File: src/rtl/lc3b_decode_stage.sv
// lc3b_decode_stage
//   LC-3b decode stage sitting between fetch and execute. One fetched
//   instruction is held in the ID register and decoded combinationally. The
//   decoded bundle is registered into the EX register, which drives execute
//   through a valid/ready handshake. A load followed by a dependent
//   instruction gets one bubble when LOAD_USE_STALL is set. flush drops
//   everything in flight.
// Ports
//   clk, rst            clock, synchronous active-high reset
//   if_valid/if_ready   fetch handshake, if_pc (PC+2) and if_ir (instruction)
//   flush               redirect, discards ID and EX contents
//   ex_valid/ex_ready   execute handshake
//   ex_*                registered decoded bundle (pc, opcode, aluop, register
//                       indices, immediate, control bits)
module lc3b_decode_stage #(
  parameter logic LOAD_USE_STALL = 1'b1
) (
  input  logic        clk,
  input  logic        rst,
  input  logic        if_valid,
  output logic        if_ready,
  input  logic [15:0] if_pc,
  input  logic [15:0] if_ir,
  input  logic        flush,
  output logic        ex_valid,
  input  logic        ex_ready,
  output logic [15:0] ex_pc,
  output logic [3:0]  ex_opcode,
  output logic [3:0]  ex_aluop,
  output logic [2:0]  ex_dest,
  output logic [2:0]  ex_src1,
  output logic [2:0]  ex_src2,
  output logic [15:0] ex_imm,
  output logic        ex_load_regfile,
  output logic        ex_load_cc,
  output logic        ex_mem_read,
  output logic        ex_mem_write,
  output logic        ex_byte
);

  localparam logic [3:0] OP_BR   = 4'd0;
  localparam logic [3:0] OP_ADD  = 4'd1;
  localparam logic [3:0] OP_LDB  = 4'd2;
  localparam logic [3:0] OP_STB  = 4'd3;
  localparam logic [3:0] OP_JSR  = 4'd4;
  localparam logic [3:0] OP_AND  = 4'd5;
  localparam logic [3:0] OP_LDR  = 4'd6;
  localparam logic [3:0] OP_STR  = 4'd7;
  localparam logic [3:0] OP_NOT  = 4'd9;
  localparam logic [3:0] OP_LDI  = 4'd10;
  localparam logic [3:0] OP_STI  = 4'd11;
  localparam logic [3:0] OP_JMP  = 4'd12;
  localparam logic [3:0] OP_SHF  = 4'd13;
  localparam logic [3:0] OP_LEA  = 4'd14;
  localparam logic [3:0] OP_TRAP = 4'd15;

  localparam logic [3:0] ALU_ADD = 4'd0;
  localparam logic [3:0] ALU_AND = 4'd1;
  localparam logic [3:0] ALU_NOT = 4'd2;
  localparam logic [3:0] ALU_SLL = 4'd4;
  localparam logic [3:0] ALU_SRL = 4'd5;
  localparam logic [3:0] ALU_SRA = 4'd6;

  logic        id_valid;
  logic [15:0] id_pc;
  logic [15:0] id_ir;

  logic [3:0]  d_aluop;
  logic [2:0]  d_dest;
  logic [2:0]  d_src2;
  logic [15:0] d_imm;
  logic        d_load_regfile, d_load_cc, d_mem_read, d_mem_write, d_byte;
  logic        d_uses1, d_uses2;

  logic ex_adv, hazard, id_move, accept;

  always_comb begin
    d_aluop        = ALU_ADD;
    d_dest         = id_ir[11:9];
    d_src2         = id_ir[2:0];
    d_imm          = 16'h0000;
    d_load_regfile = 1'b0;
    d_load_cc      = 1'b0;
    d_mem_read     = 1'b0;
    d_mem_write    = 1'b0;
    d_byte         = 1'b0;
    d_uses1        = 1'b0;
    d_uses2        = 1'b0;
    case (id_ir[15:12])
      OP_ADD, OP_AND: begin
        d_uses1        = 1'b1;
        d_uses2        = ~id_ir[5];
        d_load_regfile = 1'b1;
        d_load_cc      = 1'b1;
        d_imm          = {{11{id_ir[4]}}, id_ir[4:0]};
        if (id_ir[15:12] == OP_AND) d_aluop = ALU_AND;
      end
      OP_NOT: begin
        d_uses1        = 1'b1;
        d_load_regfile = 1'b1;
        d_load_cc      = 1'b1;
        d_aluop        = ALU_NOT;
      end
      OP_SHF: begin
        d_uses1        = 1'b1;
        d_load_regfile = 1'b1;
        d_load_cc      = 1'b1;
        d_imm          = {12'h000, id_ir[3:0]};
        // ir[4] selects left/right, ir[5] arithmetic vs logical right shift
        if (!id_ir[4])     d_aluop = ALU_SLL;
        else if (!id_ir[5]) d_aluop = ALU_SRL;
        else               d_aluop = ALU_SRA;
      end
      OP_LDB, OP_LDR, OP_LDI: begin
        d_uses1        = 1'b1;
        d_load_regfile = 1'b1;
        d_load_cc      = 1'b1;
        d_mem_read     = 1'b1;
        d_byte         = (id_ir[15:12] == OP_LDB);
        if (id_ir[15:12] == OP_LDB)      d_imm = {{10{id_ir[5]}}, id_ir[5:0]};
        else if (id_ir[15:12] == OP_LDR) d_imm = {{9{id_ir[5]}}, id_ir[5:0], 1'b0};
        else                             d_imm = {{6{id_ir[8]}}, id_ir[8:0], 1'b0};
      end
      OP_STB, OP_STR, OP_STI: begin
        // stores read the data register from the dest field
        d_uses1     = 1'b1;
        d_uses2     = 1'b1;
        d_src2      = id_ir[11:9];
        d_mem_write = 1'b1;
        d_byte      = (id_ir[15:12] == OP_STB);
        if (id_ir[15:12] == OP_STB)      d_imm = {{10{id_ir[5]}}, id_ir[5:0]};
        else if (id_ir[15:12] == OP_STR) d_imm = {{9{id_ir[5]}}, id_ir[5:0], 1'b0};
        else                             d_imm = {{6{id_ir[8]}}, id_ir[8:0], 1'b0};
      end
      OP_BR: d_imm = {{6{id_ir[8]}}, id_ir[8:0], 1'b0};
      OP_LEA: begin
        d_load_regfile = 1'b1;
        d_load_cc      = 1'b1;
        d_imm          = {{6{id_ir[8]}}, id_ir[8:0], 1'b0};
      end
      OP_JSR: begin
        // ir[11]=1 is PC-relative JSR, ir[11]=0 is JSRR through BaseR
        d_dest         = 3'd7;
        d_load_regfile = 1'b1;
        d_uses1        = ~id_ir[11];
        if (id_ir[11]) d_imm = {{4{id_ir[10]}}, id_ir[10:0], 1'b0};
      end
      OP_TRAP: begin
        d_dest         = 3'd7;
        d_load_regfile = 1'b1;
        d_imm          = {7'h00, id_ir[7:0], 1'b0};
      end
      OP_JMP: d_uses1 = 1'b1;
      default: ;  // RTI behaves as a NOP
    endcase
  end

  assign ex_adv  = ~ex_valid | ex_ready;
  assign hazard  = LOAD_USE_STALL & ex_valid & ex_mem_read & ex_load_regfile & id_valid
                 & ((d_uses1 & (id_ir[8:6] == ex_dest)) | (d_uses2 & (d_src2 == ex_dest)));
  assign id_move  = id_valid & ex_adv & ~hazard;
  assign if_ready = ~rst & ~flush & (~id_valid | id_move);
  assign accept   = if_valid & if_ready;

  always_ff @(posedge clk) begin
    if (rst) begin
      id_valid        <= 1'b0;
      id_pc           <= 16'h0000;
      id_ir           <= 16'h0000;
      ex_valid        <= 1'b0;
      ex_pc           <= 16'h0000;
      ex_opcode       <= 4'h0;
      ex_aluop        <= 4'h0;
      ex_dest         <= 3'd0;
      ex_src1         <= 3'd0;
      ex_src2         <= 3'd0;
      ex_imm          <= 16'h0000;
      ex_load_regfile <= 1'b0;
      ex_load_cc      <= 1'b0;
      ex_mem_read     <= 1'b0;
      ex_mem_write    <= 1'b0;
      ex_byte         <= 1'b0;
    end else begin
      if (flush) begin
        id_valid <= 1'b0;
      end else if (accept) begin
        id_valid <= 1'b1;
        id_pc    <= if_pc;
        id_ir    <= if_ir;
      end else if (id_move) begin
        id_valid <= 1'b0;
      end

      if (flush)       ex_valid <= 1'b0;
      else if (ex_adv) ex_valid <= id_move;

      // fields follow the ID slot whenever EX advances; a bubble carries
      // the stalled instruction's decode with ex_valid low
      if (ex_adv) begin
        ex_pc           <= id_pc;
        ex_opcode       <= id_ir[15:12];
        ex_aluop        <= d_aluop;
        ex_dest         <= d_dest;
        ex_src1         <= id_ir[8:6];
        ex_src2         <= d_src2;
        ex_imm          <= d_imm;
        ex_load_regfile <= d_load_regfile;
        ex_load_cc      <= d_load_cc;
        ex_mem_read     <= d_mem_read;
        ex_mem_write    <= d_mem_write;
        ex_byte         <= d_byte;
      end
    end
  end

endmodule
File: config.mk
export PLATFORM = sky130hd
export DESIGN_NAME = lc3b_decode_stage
export DESIGN_NICKNAME = d
export VERILOG_FILES = /design/src/rtl/lc3b_decode_stage.sv
export SDC_FILE = /design/constraint.sdc
export NUM_CORES = 1
export LEC_CHECK = 0
export ABC_AREA = 1
export BUFFER_PORTS_ARGS = -buffer_cell sky130_fd_sc_hd__buf_2
export CORE_ASPECT_RATIO = 1.2
export CORE_MARGIN = 4
export CORE_UTILIZATION = 35
export DETAILED_ROUTE_END_ITERATION = 10
export GPL_TIMING_DRIVEN = 0
export SLEW_MARGIN = 30
export SYNTH_ARGS = -nofsm -noshare
export SYNTH_HDL_FRONTEND = slang
export SYNTH_SLANG_ARGS = --single-unit
File: constraint.sdc
create_clock -name clk -period 2.4 [get_ports clk]
set_clock_uncertainty 0.15 [all_clocks]
set_input_delay 0.48 -clock clk [delete_from_list [all_inputs] [get_ports clk]]
set_output_delay 0.48 -clock clk [all_outputs]
set_load 0.005 [all_outputs]
==> out/qor_table.md, run 1 <==
| Group | Parameter | Value |
|:---|:---|:---|
| clocking | Clock-pin transition on the worst setup and hold timing paths | 60 ps |
| detailed routing | Remaining DRCs | 0 |
| power and ir drop | P_int | 2.40 mW |
| power and ir drop | Combinational Power Share | 12.3% |
| clocking | Clock tree from TritonCTS | yes |
| timing | RSZ-0062 raised after global routing | true |
| setup path | Delay-heaviest family, CP | simple AND/OR/NAND/NOR gates |
| power and ir drop | Total power | 3.24 mW |
| clocking | Number of hold buffers added after CTS | 0 |
| timing | Post-layout worst setup margin | -22.9 ps |
| power and ir drop | Maximum ir drop on the vdd rail | 0.340 mV |
| cells and area | Fillers | 1182 |
| synth | Library cell occupying the most area in the post-synthesis netlist | sky130_fd_sc_hd__dfxtp_1 |
| detailed routing | Remaining antenna violation count after routing | 0 |
| timing | Final period utilization | 101% |
| synth | Fraction of the yosys area taken by sequential cells | 41.7% |
| timing | Post-layout min period | 2420 ps |
| setup path | Launching element type of the critical path | flop |
| floorplan | Area enclosed by the die boundary | 0.0132 mm2 |
| floorplan | Height of the die | 125 um |
| power and ir drop | Power spent charging and discharging nets | 837 uW |
| cells and area | Highest-count cells in the layout ignoring fill and taps | sky130_fd_sc_hd__nand2_1 (121), sky130_fd_sc_hd__inv_1 (111), sky130_fd_sc_hd__buf_2 (92) |
| outcome | Status | finished with violations |
| power and ir drop | Sequential Power Share | 45.7% |
| detailed routing | Initial DRC count | 205 |
| flow run | Number of max-cap violations | 0 |
| placed design | Last weighted congestion value of the routability-driven placer | 0.903 |
| timing | Highest achievable clock rate | 413 MHz |
| cells and area | Post-route non-filler standard cell count | 868 |
| synth | Portion of synthesized cell area occupied by the leading cell type | 41.7% |
| timing | Number of endpoints with negative hold slack in the final report | 0 |
| global route | Wire length of the first global-routing pass | 19.4 mm |
| synth | Synth Register Bits | 83 |
| cells and area | Number of antenna cells inserted | 0 |
| setup path | Critical path required time | 1770 ps |
| global route | Via count of the first global-routing pass | 3951 |
| synth | Number of distinct library cells after synthesis | 32 |
| outcome | Violations in the final reports | negative setup slack |
| detailed routing | Average detailed-routed wire length per instance | 13.8 um |
| setup path | Worst-path fanout max | 9 |
| floorplan | Top-level port count | 93 |
| power and ir drop | Switching Share | 25.9% |
| clocking | Number of clock sinks seen by CTS | 83 |
| power and ir drop | Proportion of power drawn by the clock network | 42.1% |
| clocking | Inserted Clock Buffers | 9 |
| timing | Relative slew slack | 59.8% |
| clocking | Deepest clock path buffer count | 2 |
| synth | Syn_nets | 636 |
| setup path | Critical Path, Cell by Cell | nand2_8 > clkinv_8 > nand2_8 > nand2_1 > nand3_2 > nand2_1 > nor2_1 > nand2_1 > nand2_2 > nand2_2 > nand2_2 > a21oi_2 > buf_2 |
| floorplan | Width of the die | 105 um |
| cells and area | Area added between synthesis and finish | 28.2% |
| worst hold path | Kind of path behind the tightest hold check | flop to flop |
| detailed routing | Number of vias after detailed routing | 4075 |
| cells and area | Post-layout net count | 746 |
| global route | Pin count of the biggest net entering global routing | 14 |
| setup path | Data arrival time of the critical path | 1790 ps |
| floorplan | Effective utilization at floorplan | 36.0% |
| cells and area | Design Area, Final | 0.00511 mm2 |
| detailed routing | Count of TritonRoute iterations in the first routing pass | 5 |
| detailed routing | Number of vias per cell | 4.69 |
| power and ir drop | Pwr per Cell Area | 633 mW/mm2 |
| global route | Antenna violations before repair | 0 |
| clocking | Count of H-tree levels built during CTS | 3 |
| synth | Number of standard cells after synthesis | 599 |
| synth | Leading post-synthesis cells by cell area | sky130_fd_sc_hd__dfxtp_1 (42%), sky130_fd_sc_hd__nand2_1 (12%), sky130_fd_sc_hd__inv_1 (10%) |
| synth | Synthesis warning total | 0 |
| floorplan | Area of the placeable core | 0.0111 mm2 |
| clocking | Master cell of the clock root buffer | sky130_fd_sc_hd__clkbuf_16 |
| setup path | Critical path capture point type | primary output |
| setup path | Stage delay of the slowest cell on the critical path | 380 ps |
| detailed routing | Final Routed Wirelength | 12.0 mm |
| power and ir drop | Cell leakage power | 2.59 nW |
| placed design | Number of input and output port buffers inserted | 89 |
| setup path | CP Buf/Inv Count | 2 |
| floorplan | # rows | 42 |
| setup path | Critical Path Slowest Stage Cell | sky130_fd_sc_hd__dfxtp_4 |
| placed design | Post-detail-place hpwl | 9.12 mm |
| timing | Count of endpoints failing setup in the final report | 1 |
| clocking | Clock insertion delay at the later pin of the skew report | 340 ps |
| cells and area | Core Util, Final | 46.1% |
| synth | Combined area of all synthesized cells | 0.00399 mm2 |
| timing | Actual transition at the worst max-transition pin | 603 ps |
| synth | Mean Syn Cell Area | 6.65 um2 |
| global route | Grt total ovfl | 0 |
| timing | Hold WS | 303 ps |
| placed design | Area after DPL | 0.00462 mm2 |
| global route | Total GRT Usage | 18.3% |
| timing | Number of max-slew violations in the final report | 0 |
| cells and area | Most common cell after layout, fill and taps aside | sky130_fd_sc_hd__nand2_1 |
| cells and area | Share of layout cells above drive strength 1 | 21.8% |
| cells and area | Flip-flop and latch area | 0.00167 mm2 |
| placed design | Post-placement cell count | 842 |
| cells and area | Multi-input logic area | 0.00177 mm2 |
| setup path | WS Path Type | flop to primary output |
worst min-delay path: cells and delay by family (launching register included):
kind,cells,cell delay (ps)
compound gates,1,50
buf+inv,1,60
flops,1,300
power groups by stage:
stage	Combinational (mW)	Clock [mW]	Sequential [mW]
after floorplan	0.240	0	1.50
after global placement	0.367	0	1.50
after detailed placement	0.372	0	1.51
final	0.397	1.36	1.48
after CTS	0.391	1.39	1.48
after global routing	0.452	1.44	1.48
state kept, by name, indices dropped and copies added, names as in the netlist:
signal           cells
ex_src1              3
ex_mem_read          1
ex_opcode            4
ex_mem_write         1
id_valid             1
id_ir               16
ex_load_regfile      1
ex_aluop             3
ex_load_cc           1
ex_imm              12
ex_byte              1
ex_src2              3
ex_pc               16
ex_dest              3
id_pc               16
ex_valid             1
final cells by class:
type                    instances  share of cell area (%)
plain buffers                  39                    4.09
clock buffers                  12                    4.63
clock inverters                 4                    1.00
inverters                     118                    8.91
multi-input cells             359                    34.7
flip-flops and latches         83                    32.8
well taps                     154                    3.77
repair buffers                 99                    10.2
synth_stat cells:
cell type and number:
sky130_fd_sc_hd__nand3b_1 1, sky130_fd_sc_hd__a22oi_1 1, sky130_fd_sc_hd__buf_2 4, sky130_fd_sc_hd__nand4_1 33
sky130_fd_sc_hd__nor3_1 2, sky130_fd_sc_hd__o2111ai_1 1, sky130_fd_sc_hd__o22ai_1 3, sky130_fd_sc_hd__o221ai_1 3
sky130_fd_sc_hd__o21ai_0 44, sky130_fd_sc_hd__nand3_1 17, sky130_fd_sc_hd__nand3_4 1, sky130_fd_sc_hd__inv_1 111
sky130_fd_sc_hd__nand2_2 3, sky130_fd_sc_hd__inv_2 7, sky130_fd_sc_hd__nor2_1 64, sky130_fd_sc_hd__xnor2_1 1
sky130_fd_sc_hd__buf_6 3, sky130_fd_sc_hd__a211oi_1 2, sky130_fd_sc_hd__xor2_1 1, sky130_fd_sc_hd__buf_1 1
sky130_fd_sc_hd__buf_4 6, sky130_fd_sc_hd__a31oi_1 2, sky130_fd_sc_hd__clkbuf_2 1, sky130_fd_sc_hd__o21ai_1 1
sky130_fd_sc_hd__a21oi_1 46, sky130_fd_sc_hd__nand2_4 2, sky130_fd_sc_hd__nand2_1 124, sky130_fd_sc_hd__o21bai_1 1
sky130_fd_sc_hd__conb_1 1, sky130_fd_sc_hd__clkbuf_1 24, sky130_fd_sc_hd__dfxtp_1 83, sky130_fd_sc_hd__o211ai_1 5
per-layer routing:
metal | up-vias | wire length, um | global-route usage [%]
met2 | 135 | 5520 | 29.7
met4 | 0 | 395 | 9.03
met3 | 21 | 758 | 3.37
li1 | 2099 | - | -
met1 | 1820 | 5300 | 23.1
met5 | - | 0 | 0
final timing paths:
kind | startpoint | endpoint | depth (start not counted) | slack, ps
setup / recovery | id_ir[12] | if_ready | 13 | -20
hold / removal | id_pc[0] | ex_pc[0] | 2 | 300
setup reg to reg | id_ir[12] | id_ir[1] | 18 | 250
hold reg to reg | id_pc[0] | ex_pc[0] | 2 | 300
through the flow:
stage / TNS (ps) / worst slack [ps]
6_report: -22.9 / -22.9
5_1_grt: -123 / -123
4_1_cts: -42.7 / -42.7
3_5_place_dp: -168 / -168
3_3_place_gp: -154 / -154
2_1_floorplan: 0 / 258
timing repair:
action,in CTS,in global routing
gates resized for setup,32,5
setup buffers,7,3
setup endpoints to repair,1,1
pin swaps,12,3
kinds of logic after synthesis:
logic type                Yosys count  synth area share [%]
and+or+nand+nor                   247                  26.9
xor gates and xnor gates            2                 0.440
buffers and inverters             157                  16.1
AOI/OAI and AO/OA                 109                  14.8
other                               1                0.0941
DFF                                83                  41.7
No activity file was read; power rests on OpenSTA's default activity.
==> run 2: changes to the inputs <==
==> constraint.sdc (replaced) <==
create_clock -name clk -period 2.4 [get_ports clk]
set_clock_uncertainty 0.15 [all_clocks]
set_input_delay 0.72 -clock clk [delete_from_list [all_inputs] [get_ports clk]]
set_output_delay 0.72 -clock clk [all_outputs]
set_load 0.005 [all_outputs]
==> run 2 against run 1 <==
- the flow still finishes with violations (negative setup slack)
- clock-buffer cell count is 2 lower
- global-route usage rose by 0.79 points
- combinational power up 9.1%
- via count is 4.3% higher
- critical path depth unchanged
- design area grew 2.9%
- clock power decreased by 9%
- wire length grew 4.4%
- fmax shrank 10%
- register-to-register slack lost 480 ps
- critical endpoint unchanged
- largest cell class unchanged
==> out/qor_table.md, run 2 (synthesis gave the netlist of run 1 again) <==
| Group | Parameter | Value |
|:---|:---|:---|
| setup path | Critical path required time | 1530 ps |
| global route | Antenna violations before repair | 0 |
| setup path | Stage delay of the slowest cell on the critical path | 320 ps |
| worst hold path | Hold endpoint | ex_pc[6] |
| cells and area | Share of layout cells above drive strength 1 | 24.0% |
| detailed routing | Average detailed-routed wire length per instance | 14.2 um |
| clocking | Deepest clock path buffer count | 2 |
| cells and area | Most common cell after layout, fill and taps aside | sky130_fd_sc_hd__nand2_1 |
| worst hold path | Hold wc startpoint | id_pc[6] |
| cells and area | Flip-flop and latch area | 0.00167 mm2 |
| global route | Global-route met1 utilization | 22.3% |
| setup path | Cell depth of the worst flop-to-flop path | 21 |
| setup path | Most frequent CP cell | sky130_fd_sc_hd__nand2_2 |
| floorplan | # rows | 42 |
| setup path | Critical path capture point type | primary output |
| detailed routing | Initial DRC count | 226 |
| setup path | Worst-path fanout max | 8 |
| cells and area | Largest regs | ex_pc (16), id_ir (16), id_pc (16) |
| setup path | Startpoint of the lowest-slack register-to-register path | id_ir[15] |
| timing | Actual transition at the worst max-transition pin | 625 ps |
| detailed routing | Number of vias per cell | 4.83 |
| clocking | Inserted Clock Buffers | 9 |
| clocking | Clock insertion delay at the later pin of the skew report | 340 ps |
| setup path | Launching element type of the critical path | flop |
| clocking | Clock-pin transition on the worst setup and hold timing paths | 60 ps |
| timing | Post-layout min period | 2700 ps |
| floorplan | Width of the die | 105 um |
| timing | Summed negative setup slack over all endpoints | -531 ps |
| cells and area | Highest-count cells in the layout ignoring fill and taps | sky130_fd_sc_hd__nand2_1 (119), sky130_fd_sc_hd__inv_1 (111), sky130_fd_sc_hd__buf_2 (92) |
| global route | Pin count of the biggest net entering global routing | 14 |
| global route | Met2 track utilization from global routing | 31.6% |
| global route | Met3 Track Usage GR | 4.30% |
| floorplan | Area of the placeable core | 0.0111 mm2 |
| timing | Number of endpoints with negative hold slack in the final report | 0 |
| setup path | Critical Path Slowest Stage Cell | sky130_fd_sc_hd__dfxtp_2 |
| outcome | Status | finished with violations |
| placed design | Post-detail-place hpwl | 9.24 mm |
| floorplan | Effective utilization at floorplan | 36.0% |
| placed design | Worst setup slack before clock tree synthesis | -290 ps |
| global route | Grt total ovfl | 0 |
| detailed routing | Remaining DRCs | 0 |
| cells and area | Post-layout net count | 759 |
| setup path | Data arrival time of the critical path | 1830 ps |
| global route | Busiest metal layer after global routing | met2 |
| timing | Number of max-slew violations in the final report | 0 |
| detailed routing | Remaining antenna violation count after routing | 0 |
| global route | Via count of the first global-routing pass | 4198 |
| power and ir drop | Pwr per Cell Area | 599 mW/mm2 |
| setup path | Reg2reg end | ex_src2[2] |
| timing | Final period utilization | 112% |
| power and ir drop | Total power | 3.15 mW |
| timing | Hold WS | 306 ps |
| setup path | Reg2reg setup slack | -230 ps |
| floorplan | Top-level port count | 93 |
| worst hold path | Worst hold path depth | 2 |
| power and ir drop | Cell leakage power | 2.67 nW |
| flow run | Number of max-cap violations | 0 |
| timing | Post-layout worst setup margin | -297 ps |
| detailed routing | Number of vias after detailed routing | 4249 |
| timing | Relative slew slack | 58.3% |
| global route | Wire length of the first global-routing pass | 20.1 mm |
| cells and area | Area added between synthesis and finish | 31.9% |
| detailed routing | Count of TritonRoute iterations in the first routing pass | 5 |
| timing | Count of endpoints failing setup in the final report | 2 |
| placed design | Area after DPL | 0.00463 mm2 |
| timing | RSZ-0062 raised after global routing | true |
| setup path | WS Path Type | flop to primary output |
| floorplan | Area enclosed by the die boundary | 0.0132 mm2 |
| clocking | Master cell of the clock root buffer | sky130_fd_sc_hd__clkbuf_16 |
| floorplan | Height of the die | 125 um |
| global route | Total GRT Usage | 19.0% |
| placed design | Number of input and output port buffers inserted | 89 |
| cells and area | Number of antenna cells inserted | 0 |
| clocking | Count of H-tree levels built during CTS | 3 |
| clocking | Clock tree from TritonCTS | yes |
| cells and area | Multi-input logic area | 0.00180 mm2 |
| detailed routing | Final Routed Wirelength | 12.5 mm |
| setup path | Critical Path, Cell by Cell | buf_6 > nand2_8 > buf_8 > nand3_2 > nand2_2 > nor2_2 > nor2_2 > nand2_1 > nand2_2 > nand2_2 > nand2_2 > a21oi_2 > buf_2 |
| cells and area | Fillers | 1162 |
| worst hold path | Kind of path behind the tightest hold check | flop to flop |
| power and ir drop | Maximum ir drop on the vdd rail | 0.330 mV |
| clocking | Number of clock sinks seen by CTS | 83 |
| cells and area | Design Area, Final | 0.00526 mm2 |
| outcome | Violations in the final reports | negative setup slack |
| placed design | Last weighted congestion value of the routability-driven placer | 0.917 |
| timing | Highest achievable clock rate | 371 MHz |
[run 2: routing by layer]
layer  wire, um  up-vias
met2       5920      157
met5          0        -
li1           -     2122
met4        595        0
met3        824       41
met1       5160     1929
[run 2: area by class of cell]
class / count / share of cell area [%]
Tap cell: 154 / 3.66
Sequential cell: 83 / 31.8
Multi-Input combinational cell: 359 / 34.2
Buffer: 39 / 4.04
Clock inverter: 5 / 0.547
Clock buffer: 10 / 4.35
Timing Repair Buffer: 112 / 12.6
Inverter: 118 / 8.71
[run 2: power by group]
part / internal (mW) / switching, mW
registers: 1.44 / 0.0432
logic: 0.181 / 0.252
clock network: 0.691 / 0.545
[run 2: stage by stage]
step,instances,util (%)
final,880,47.4
after global routing,880,47.4
after CTS,877,46.7
after detailed placement,842,41.8
after global placement,842,41.8
after floorplan,599,-
[run 2: repair_timing]
| action | CTS | global route |
|---|---|---|
| pin swaps | 12 | 12 |
| hold buffers | 0 | 0 |
| buffers inserted | 20 | 3 |
| gates resized for setup | 39 | 11 |
| setup endpoints to repair | 1 | 2 |
[run 2: how the worst max path moves through the flow]
| stage | end | startpoint | cells past startpoint |
|---|---|---|---|
| finish | if_ready | id_ir[15] | 13 |
| global route | if_ready | id_ir[12] | 13 |
| CTS | if_ready | id_ir[15] | 13 |
| detailed placement | if_ready | rst | 6 |
| global placement | if_ready | rst | 6 |
| floorplan | if_ready | rst | 5 |
[run 2: critical path: cells and delay by family, from the launching register on]
kind	cells	cell delay [ps]
buffers and inverters	3	400
AOI/OAI and AO/OA	1	130
DFF	1	320
and+or+nand+nor	9	640
==> run 3: changes to the inputs <==
- CORE_MARGIN: 4 -> 1
- clock period: 2.4 -> 2.6 ns (I/O delays scaled with it)
==> run 3 against run 2 <==
- the run still ends with negative setup slack left
- hold slack gained 3.1 ps
- first-iteration DRC count down 28%
- sequential power down 7%
- sequential share of layout area grew 0.67 points
- critical path type unchanged
==> out/qor_table.md, run 3 (synthesis gave the netlist of run 1 again) <==
| Group | Parameter | Value |
|:---|:---|:---|
| outcome | Status | finished with violations |
| outcome | Violations in the final reports | negative setup slack |
| floorplan | Effective utilization at floorplan | 36.1% |
| global route | Antenna violations before repair | 0 |
| power and ir drop | Pwr per Cell Area | 591 mW/mm2 |
| global route | Via count of the first global-routing pass | 3975 |
| timing | Final period utilization | 103% |
| flow run | Number of max-cap violations | 0 |
| cells and area | Flip-flop and latch area | 0.00168 mm2 |
| timing | RSZ-0062 raised after global routing | true |
| timing | Post-layout min period | 2690 ps |
| global route | Total GRT Usage | 21.3% |
| setup path | Critical path capture point type | primary output |
| timing | Relative slew slack | 56.8% |
| floorplan | Top-level port count | 93 |
| timing | Count of endpoints failing setup in the final report | 1 |
| setup path | Data arrival time of the critical path | 1760 ps |
| cells and area | Post-layout net count | 751 |
| detailed routing | Average detailed-routed wire length per instance | 14.3 um |
| timing | Number of max-slew violations in the final report | 0 |
| placed design | Area after DPL | 0.00460 mm2 |
| floorplan | Area of the placeable core | 0.0110 mm2 |
| cells and area | Highest-count cells in the layout ignoring fill and taps | sky130_fd_sc_hd__nand2_1 (117), sky130_fd_sc_hd__inv_1 (110), sky130_fd_sc_hd__buf_2 (92) |
| clocking | Number of hold buffers added after CTS | 0 |
| clocking | Number of clock sinks seen by CTS | 83 |
| timing | Post-layout worst setup margin | -87.1 ps |
| floorplan | Area enclosed by the die boundary | 0.0118 mm2 |
| setup path | WS Path Type | flop to primary output |
| detailed routing | Initial DRC count | 163 |
| clocking | Count of H-tree levels built during CTS | 3 |
| placed design | Post-placement cell count | 820 |
| cells and area | Area added between synthesis and finish | 29.4% |
| timing | Actual transition at the worst max-transition pin | 648 ps |
| power and ir drop | Maximum ir drop on the vdd rail | 0.302 mV |
| setup path | Critical path required time | 1670 ps |
| setup path | Worst-path fanout max | 7 |
| power and ir drop | Cell leakage power | 2.63 nW |
| global route | Pin count of the biggest net entering global routing | 16 |
| detailed routing | Number of vias per cell | 4.80 |
| detailed routing | Remaining antenna violation count after routing | 0 |
| clocking | Deepest clock path buffer count | 2 |
| clocking | Master cell of the clock root buffer | sky130_fd_sc_hd__clkbuf_16 |
| cells and area | Post-route non-filler standard cell count | 851 |
| floorplan | Height of the die | 119 um |
| clocking | Clock tree from TritonCTS | yes |
| cells and area | Design Area, Final | 0.00516 mm2 |
| cells and area | Share of layout cells above drive strength 1 | 23.6% |
| placed design | Last weighted congestion value of the routability-driven placer | 0.895 |
| worst hold path | Kind of path behind the tightest hold check | flop to flop |
| cells and area | Most common cell after layout, fill and taps aside | sky130_fd_sc_hd__nand2_1 |
| detailed routing | Remaining DRCs | 0 |
| clocking | Clock insertion delay at the later pin of the skew report | 340 ps |
| cells and area | Multi-input logic area | 0.00179 mm2 |
| timing | Highest achievable clock rate | 372 MHz |
| setup path | Launching element type of the critical path | flop |
| detailed routing | Final Routed Wirelength | 12.2 mm |
| placed design | Number of input and output port buffers inserted | 89 |
| cells and area | Fillers | 1162 |
| clocking | Clock-pin transition on the worst setup and hold timing paths | 70 ps |
| placed design | Post-detail-place hpwl | 9.16 mm |
| global route | Grt total ovfl | 0 |
| floorplan | Width of the die | 99.4 um |
| timing | Hold WS | 309 ps |
| global route | Wire length of the first global-routing pass | 19.7 mm |
| cells and area | Core Util, Final | 46.7% |
| floorplan | # rows | 42 |
| detailed routing | Count of TritonRoute iterations in the first routing pass | 7 |
| timing | Number of endpoints with negative hold slack in the final report | 0 |
| clocking | Inserted Clock Buffers | 9 |
| detailed routing | Number of vias after detailed routing | 4089 |
| cells and area | Number of antenna cells inserted | 0 |
| cells and area | Largest regs | ex_pc (16), id_ir (16), id_pc (16) |
==> run 3: power by group <==
group          internal, mW  total, mW  switching, mW
combinational         0.148      0.372          0.224
clock                 0.751       1.31          0.558
sequential             1.32       1.37         0.0418
total                  2.22       3.05          0.825
==> run 3: final timing paths <==
check | slack (ps) | start | end | cells after the start
worst max-delay path | -90 | id_ir[13] | if_ready | 13
worst min register to register | 310 | id_pc[9] | ex_pc[9] | 2
worst min-delay path | 310 | id_pc[9] | ex_pc[9] | 2
worst max register to register | 440 | id_ir[13] | id_pc[0] | 17
==> run 3: worst max-delay path, cell delays in order (launching register included) <==
cell and delay (ps):
sky130_fd_sc_hd__dfxtp_4 390, sky130_fd_sc_hd__nand2_8 100, sky130_fd_sc_hd__clkinv_8 70, sky130_fd_sc_hd__buf_6 110
sky130_fd_sc_hd__nand3_2 50, sky130_fd_sc_hd__nand2_2 70, sky130_fd_sc_hd__nor2_2 70, sky130_fd_sc_hd__nor2_1 50
sky130_fd_sc_hd__nand2_1 70, sky130_fd_sc_hd__nand2_2 70, sky130_fd_sc_hd__nand2_2 60, sky130_fd_sc_hd__nand2_2 60
sky130_fd_sc_hd__a21oi_2 120, sky130_fd_sc_hd__buf_2 120
==> run 3: stage by stage <==
stage / TNS [ps] / total power, mW / setup WS (ps)
after floorplan: 0 / 1.61 / 56.4
after global placement: -300 / 1.73 / -300
after detailed placement: -325 / 1.74 / -325
after CTS: -152 / 3.05 / -152
after global routing: -245 / 3.18 / -245
final: -87.1 / 3.05 / -87.1
==> run 3: timing repair <==
action	4_1_cts	5_1_grt
hold endpoints to repair	0	0
endpoints found under the setup margin	1	1
gates resized for setup	34	10
buffers inserted	12	4
pin swaps	14	17
==> run 3: layout make-up <==
type,instances,area share (%)
plain buffers,38,3.83
clock buffers,9,4.37
clock inverters,7,1.50
inverters,118,8.88
multi-input cells,359,34.7
flip-flops and latches,83,32.5
well taps,132,3.20
repair buffers,105,11.0
==> run 3: layer usage <==
| metal | part of all wire [%] | GRT usage, % | wire (um) |
|---|---|---|---|
| met3 | 4.6 | 4.69 | 556 |
| met5 | 0 | 0 | 0 |
| met4 | 2.6 | 8.73 | 321 |
| met1 | 45 | 25.8 | 5430 |
| met2 | 48 | 36.4 | 5840 |
